===== src/rtl/vblank_cmd_scheduler.sv =====
// vblank_cmd_scheduler
//   Assembles byte-serial register-write commands into {addr,data} entries,
//   queues them in a small FIFO, and applies them to the render register file
//   only while vertical blanking is active, so updates never tear mid-frame.
//
// Ports:
//   clk, rst_n   - system clock, synchronous active-low reset
//   cmd_byte     - header/data byte from pins, valid when cmd_strobe=1
//   cmd_strobe   - one-cycle byte-valid pulse (already in clk domain)
//   vblank       - 1 while the VGA timing generator is in vertical blanking
//   reg_we       - one-cycle write enable per applied entry (registered)
//   reg_addr     - render register address (holds last written value)
//   reg_data     - render register data (holds last written value)
//   fifo_count   - queued entries
//   fifo_full    - fifo_count == FIFO_DEPTH
//   pending      - fifo_count != 0
//   overflow     - sticky: a completed WRITE was dropped; cleared by CLEAR
//
// Header byte: [7:6] opcode (00 NOP, 01 WRITE, 10 CLEAR, 11 NOP),
//              [ADDR_W-1:0] address for WRITE.
module vblank_cmd_scheduler #(
  parameter int unsigned FIFO_DEPTH = 4,
  parameter int unsigned ADDR_W     = 3,
  parameter int unsigned DATA_W     = 8
) (
  input  logic                                clk,
  input  logic                                rst_n,
  input  logic [DATA_W-1:0]                   cmd_byte,
  input  logic                                cmd_strobe,
  input  logic                                vblank,
  output logic                                reg_we,
  output logic [ADDR_W-1:0]                   reg_addr,
  output logic [DATA_W-1:0]                   reg_data,
  output logic [$clog2(FIFO_DEPTH+1)-1:0]     fifo_count,
  output logic                                fifo_full,
  output logic                                pending,
  output logic                                overflow
);

  localparam int unsigned CW = $clog2(FIFO_DEPTH + 1);
  localparam int unsigned PW = $clog2(FIFO_DEPTH);
  localparam int unsigned EW = ADDR_W + DATA_W;

  typedef enum logic {
    HDR,
    DATA
  } state_e;

  state_e            state_q, state_d;
  logic [ADDR_W-1:0] addr_q, addr_d;

  logic [EW-1:0]     mem_q [FIFO_DEPTH];
  logic [PW-1:0]     wr_ptr_q, wr_ptr_d;
  logic [PW-1:0]     rd_ptr_q, rd_ptr_d;
  logic [CW-1:0]     count_q, count_d;
  logic              full_q, pending_q;
  logic              ovf_q, ovf_d;

  logic              reg_we_q;
  logic [ADDR_W-1:0] reg_addr_q;
  logic [DATA_W-1:0] reg_data_q;

  logic              flush;
  logic              push_try;
  logic              push;
  logic              pop;

  // Assembler next state and FIFO control.
  always_comb begin
    state_d  = state_q;
    addr_d   = addr_q;
    flush    = 1'b0;
    push_try = 1'b0;

    if (cmd_strobe) begin
      unique case (state_q)
        HDR: begin
          unique case (cmd_byte[7:6])
            2'b01: begin
              addr_d  = cmd_byte[ADDR_W-1:0];
              state_d = DATA;
            end
            2'b10:   flush = 1'b1;
            default: ;
          endcase
        end
        DATA: begin
          push_try = 1'b1;
          state_d  = HDR;
        end
        default: state_d = HDR;
      endcase
    end

    pop  = vblank && (count_q != '0) && !flush;
    // A pop in the same cycle frees the slot the push is about to take.
    push = push_try && ((count_q < CW'(FIFO_DEPTH)) || pop);

    if (flush) begin
      count_d  = '0;
      wr_ptr_d = '0;
      rd_ptr_d = '0;
      ovf_d    = 1'b0;
    end else begin
      count_d  = count_q + CW'(push) - CW'(pop);
      wr_ptr_d = push ? wr_ptr_q + 1'b1 : wr_ptr_q;
      rd_ptr_d = pop  ? rd_ptr_q + 1'b1 : rd_ptr_q;
      ovf_d    = ovf_q | (push_try & ~push);
    end
  end

  always_ff @(posedge clk) begin
    if (!rst_n) begin
      state_q <= HDR;
      addr_q  <= '0;
    end else begin
      state_q <= state_d;
      addr_q  <= addr_d;
    end
  end

  // Storage needs no reset: pointers and count define validity.
  always_ff @(posedge clk) begin
    if (rst_n && push) begin
      mem_q[wr_ptr_q] <= {addr_q, cmd_byte};
    end
  end

  always_ff @(posedge clk) begin
    if (!rst_n) begin
      wr_ptr_q   <= '0;
      rd_ptr_q   <= '0;
      count_q    <= '0;
      full_q     <= 1'b0;
      pending_q  <= 1'b0;
      ovf_q      <= 1'b0;
      reg_we_q   <= 1'b0;
      reg_addr_q <= '0;
      reg_data_q <= '0;
    end else begin
      wr_ptr_q  <= wr_ptr_d;
      rd_ptr_q  <= rd_ptr_d;
      count_q   <= count_d;
      full_q    <= (count_d == CW'(FIFO_DEPTH));
      pending_q <= (count_d != '0);
      ovf_q     <= ovf_d;
      reg_we_q  <= pop;
      if (pop) begin
        {reg_addr_q, reg_data_q} <= mem_q[rd_ptr_q];
      end
    end
  end

  assign reg_we     = reg_we_q;
  assign reg_addr   = reg_addr_q;
  assign reg_data   = reg_data_q;
  assign fifo_count = count_q;
  assign fifo_full  = full_q;
  assign pending    = pending_q;
  assign overflow   = ovf_q;

endmodule


===== config.mk =====
export PLATFORM = sky130hd
export DESIGN_NAME = vblank_cmd_scheduler
export DESIGN_NICKNAME = d
export VERILOG_FILES = /design/src/rtl/vblank_cmd_scheduler.sv
export SDC_FILE = /design/constraint.sdc
export NUM_CORES = 1
export LEC_CHECK = 0
export CAP_MARGIN = 20
export CORE_ASPECT_RATIO = 0.9
export CORE_MARGIN = 3
export CORE_UTILIZATION = 59
export DETAILED_ROUTE_END_ITERATION = 8
export PLACE_DENSITY = 0.87
export SKIP_CTS_REPAIR_TIMING = 1
export SLEW_MARGIN = 20
export SYNTH_ARGS = -nofsm -noshare
export SYNTH_HDL_FRONTEND = slang
export SYNTH_SLANG_ARGS = --single-unit

===== constraint.sdc =====
create_clock -name clk -period 7.11 [get_ports clk]
set_clock_uncertainty 0.1 [all_clocks]
set_input_delay 0.711 -clock clk [delete_from_list [all_inputs] [get_ports clk]]
set_output_delay 0.711 -clock clk [all_outputs]
set_load 0.05 [all_outputs]

==> impl_metrics.yaml <==
yosys:
  ys_seq_elements: 70
  synth_simple_gate_area_frac: 0.07498
  synth-seq-area-share: 0.6771
  yosys_most_used_dff: "edfxtp_1"
  synth_xor_area_frac: 0.01288
  syn_nets: 196
  synth_top_family_by_area: "multiplexers"
  synth_compound_area_frac: 0.07130
  synth_area_mm2: 0.002720
  synthAdderAreaFrac: 0.03496
  ys_warn_count: 0
  synth.distinct_cells: 31
  async_flop_share: 0
  synth_edf_count: 44
  synth_mux_area_frac: 0.1063
  synthCells: 177
  synth_area_per_cell_um2: 15.37
floorplanning:
  dieArea_mm2: 0.005462
  die_w_um: 77.57
  start_util: 0.6375
  fp.dieH_um: 70.42
  ios: 30
  core-area_mm2: 0.004267
  num_rows: 22
timing:
  report.final.slew_viol_count: 0
  max_freq_mhz: 282.7
  holdWs_ps: 369.0
  finalSetupViolations: 0
  hold_violations: 0
  postLayoutSetupSlackWorst_ps: 3572
  worst_slew_pin_slew_ps: 840.7
  fin_crit_sh: 0.4976
  fin_tns_setup_ps: 0
  rsz0062_at_grt: "no"
  period_needed_ps: 3538
  relSlewSlack: 0.4387
min_path:
  hp-class: "register to register"
  min_to: "overflow$_SDFF_PP0_"
  hold_start: "overflow$_SDFF_PP0_"
  min_path_cells: 2
outcome:
  status: "finished clean"
detailed_routing:
  wirelength_um: 5456
  first_iter_violations: 154
  drc_errors: 0
  via_per_inst: 5.767
  route.detailed.wl_per_inst_um: 19.84
  drt-pass1-iter-count: 4
  ant_nets: 0
  num_vias: 1586
placement:
  io_buffers: 29
  hpwl_um: 3617
  gp_congestion: 0.7439
  dp_cells: 259
  post-place-ws_ps: 3287
final_layout:
  num_antenna_cells: 0
  final_cells: 275
  drive_gt1_frac: 0.1070
  syn_to_final_growth_pct: 18.72
  nets: 229
critical_path:
  end_kind: "register"
  worstPathArrival_ps: 3690
  critPathKind: "primary input to register"
  start_kind: "primary input"
  rrSetupSlack_ps: 4140
  cp_max_fo: 14
  cp.required_ps: 7260
  r2r_cells: 10
  reg2reg_from: "state_q$_SDFFE_PN0P_"
  r2r_end: "fifo_full$_SDFF_PN0_"
pwr:
  leakage_uw: 0.001189
  ir_worst_vdd_mv: 0.1893
  powerDensity_mw_per_mm2: 323.2
grt:
  overflow: 0
  grt_pass1_vias: 1731
  antenna_found_initial: 0
  grt_pass1_wl_um: 9045
  grt_use_total: 0.2317
  grt_max_degree: 22
clock_network:
  path_clk_slew_ps: 70
  clock_latency_ps: 340
  cts_buffers: 9
  htreeDepth: 3
  cts-root-buf: "clkbuf_8"
  clock-sinks: 70
  cts_max_path_buffers: 2
  cts_tree: "yes"
run:
  maxCapViolations: 0
==> synthesized netlist by cell type, types with 3 or more instances <==
| cell | number | share of area |
|---|---|---|
| a21oi_1 | 14 | 0.026 |
| nor2b_1 | 5 | 0.011 |
| nor2_1 | 7 | 0.0097 |
| buf_2 | 4 | 0.0074 |
| inv_1 | 6 | 0.0083 |
| a21o_1 | 11 | 0.030 |
| and3_1 | 4 | 0.0092 |
| mux4_2 | 8 | 0.066 |
| mux4_1 | 3 | 0.029 |
| nand2_1 | 13 | 0.018 |
| ha_1 | 6 | 0.028 |
| dfxtp_1 | 26 | 0.19 |
| edfxtp_1 | 44 | 0.49 |
| mux2i_1 | 3 | 0.011 |
==> final cells by class <==
type | instances | area [um^2]
Sequential cell | 70 | 1842
Fill cell | 263 | 1037
Multi-Input combinational cell | 94 | 817.0
Timing Repair Buffer | 29 | 290.3
Clock buffer | 11 | 131.4
Tap cell | 60 | 75.07
Clock inverter | 5 | 51.30
Inverter | 6 | 22.52
==> how the worst max path moves through the flow <==
stage	from	end	slack, ps	cells after the start
final	cmd_byte[6]	fifo_full$_SDFF_PN0_	3570	11
after global routing	cmd_byte[6]	fifo_full$_SDFF_PN0_	3360	11
after CTS	cmd_byte[6]	fifo_full$_SDFF_PN0_	3650	11
after detailed placement	cmd_byte[6]	fifo_full$_SDFF_PN0_	3290	11
after global placement	cmd_byte[6]	fifo_full$_SDFF_PN0_	3440	11
after floorplan	cmd_byte[6]	fifo_full$_SDFF_PN0_	4150	11
==> through the flow <==
stage,power (uW),util,instance area (um^2)
global placement,739.9,0.7141,3047
CTS,1051,0.7569,3229
detailed placement,753.2,0.7141,3047
finish,1044,0.7569,3229
floorplan,675.1,-,2720
global route,1090,0.7569,3229
==> metal layers <==
layer	up-vias	GRT usage	wire length, um
li1	726	-	-
met1	784	0.2599	2101
met2	61	0.3902	2904
met3	15	0.09407	348
met4	0	0.09881	103
met5	-	0	0
==> registers in the layout (all words and copies together), names as in the netlist, 2 cells and up <==
signal / cells
mem_q: 44
wr_ptr_q: 2
rd_ptr_q: 2
reg_addr: 3
fifo_count: 3
addr_q: 3
reg_data: 8
==> where the power goes <==
part | switching, uW | internal (uW) | leakage (uW)
Clock | 139 | 160 | 0.0000907
Sequential | 34.3 | 458 | 0.000610
Combinational | 150 | 103 | 0.000488
Total | 323 | 721 | 0.00119
==> cells by family after synthesis <==
kind of cell / after synthesis
adder cells (fa/ha/maj): 7
AND/OR/NAND/NOR: 38
XOR/XNOR: 4
buffers and inverters: 13
flip-flops: 70
multiplexers: 14
AO/OA/AOI/OAI: 31
==> worst max-delay path, cell delays in order <==
cell and delay, ps:
clkdlybuf4s50_1 500, nand4bb_1 610, and2_1 360, ha_1 280
inv_1 70, ha_1 140, inv_1 50, fa_1 370
xor2_1 160, xnor2_1 160, nor4b_1 280
==> placed cells by master (no fill, tap or decap), types with 2 or more instances in the layout <==
| cell | count |
|---|---|
| edfxtp_1 | 44 |
| clkdlybuf4s50_1 | 29 |
| dfxtp_1 | 26 |
| a21oi_1 | 14 |
| nand2_1 | 13 |
| a21o_1 | 11 |
| clkbuf_8 | 9 |
| mux4_2 | 8 |
| nor2_1 | 7 |
| inv_1 | 6 |
| ha_1 | 6 |
| nor2b_1 | 5 |
| and3_1 | 4 |
| mux2i_1 | 3 |
| mux4_1 | 3 |
| and2_1 | 2 |
| o21ai_0 | 2 |
| nand3_1 | 2 |
| xnor2_1 | 2 |
| xor2_1 | 2 |
| clkbuf_1 | 2 |
| clkinv_2 | 2 |
(Power assumes the default switching activity.)
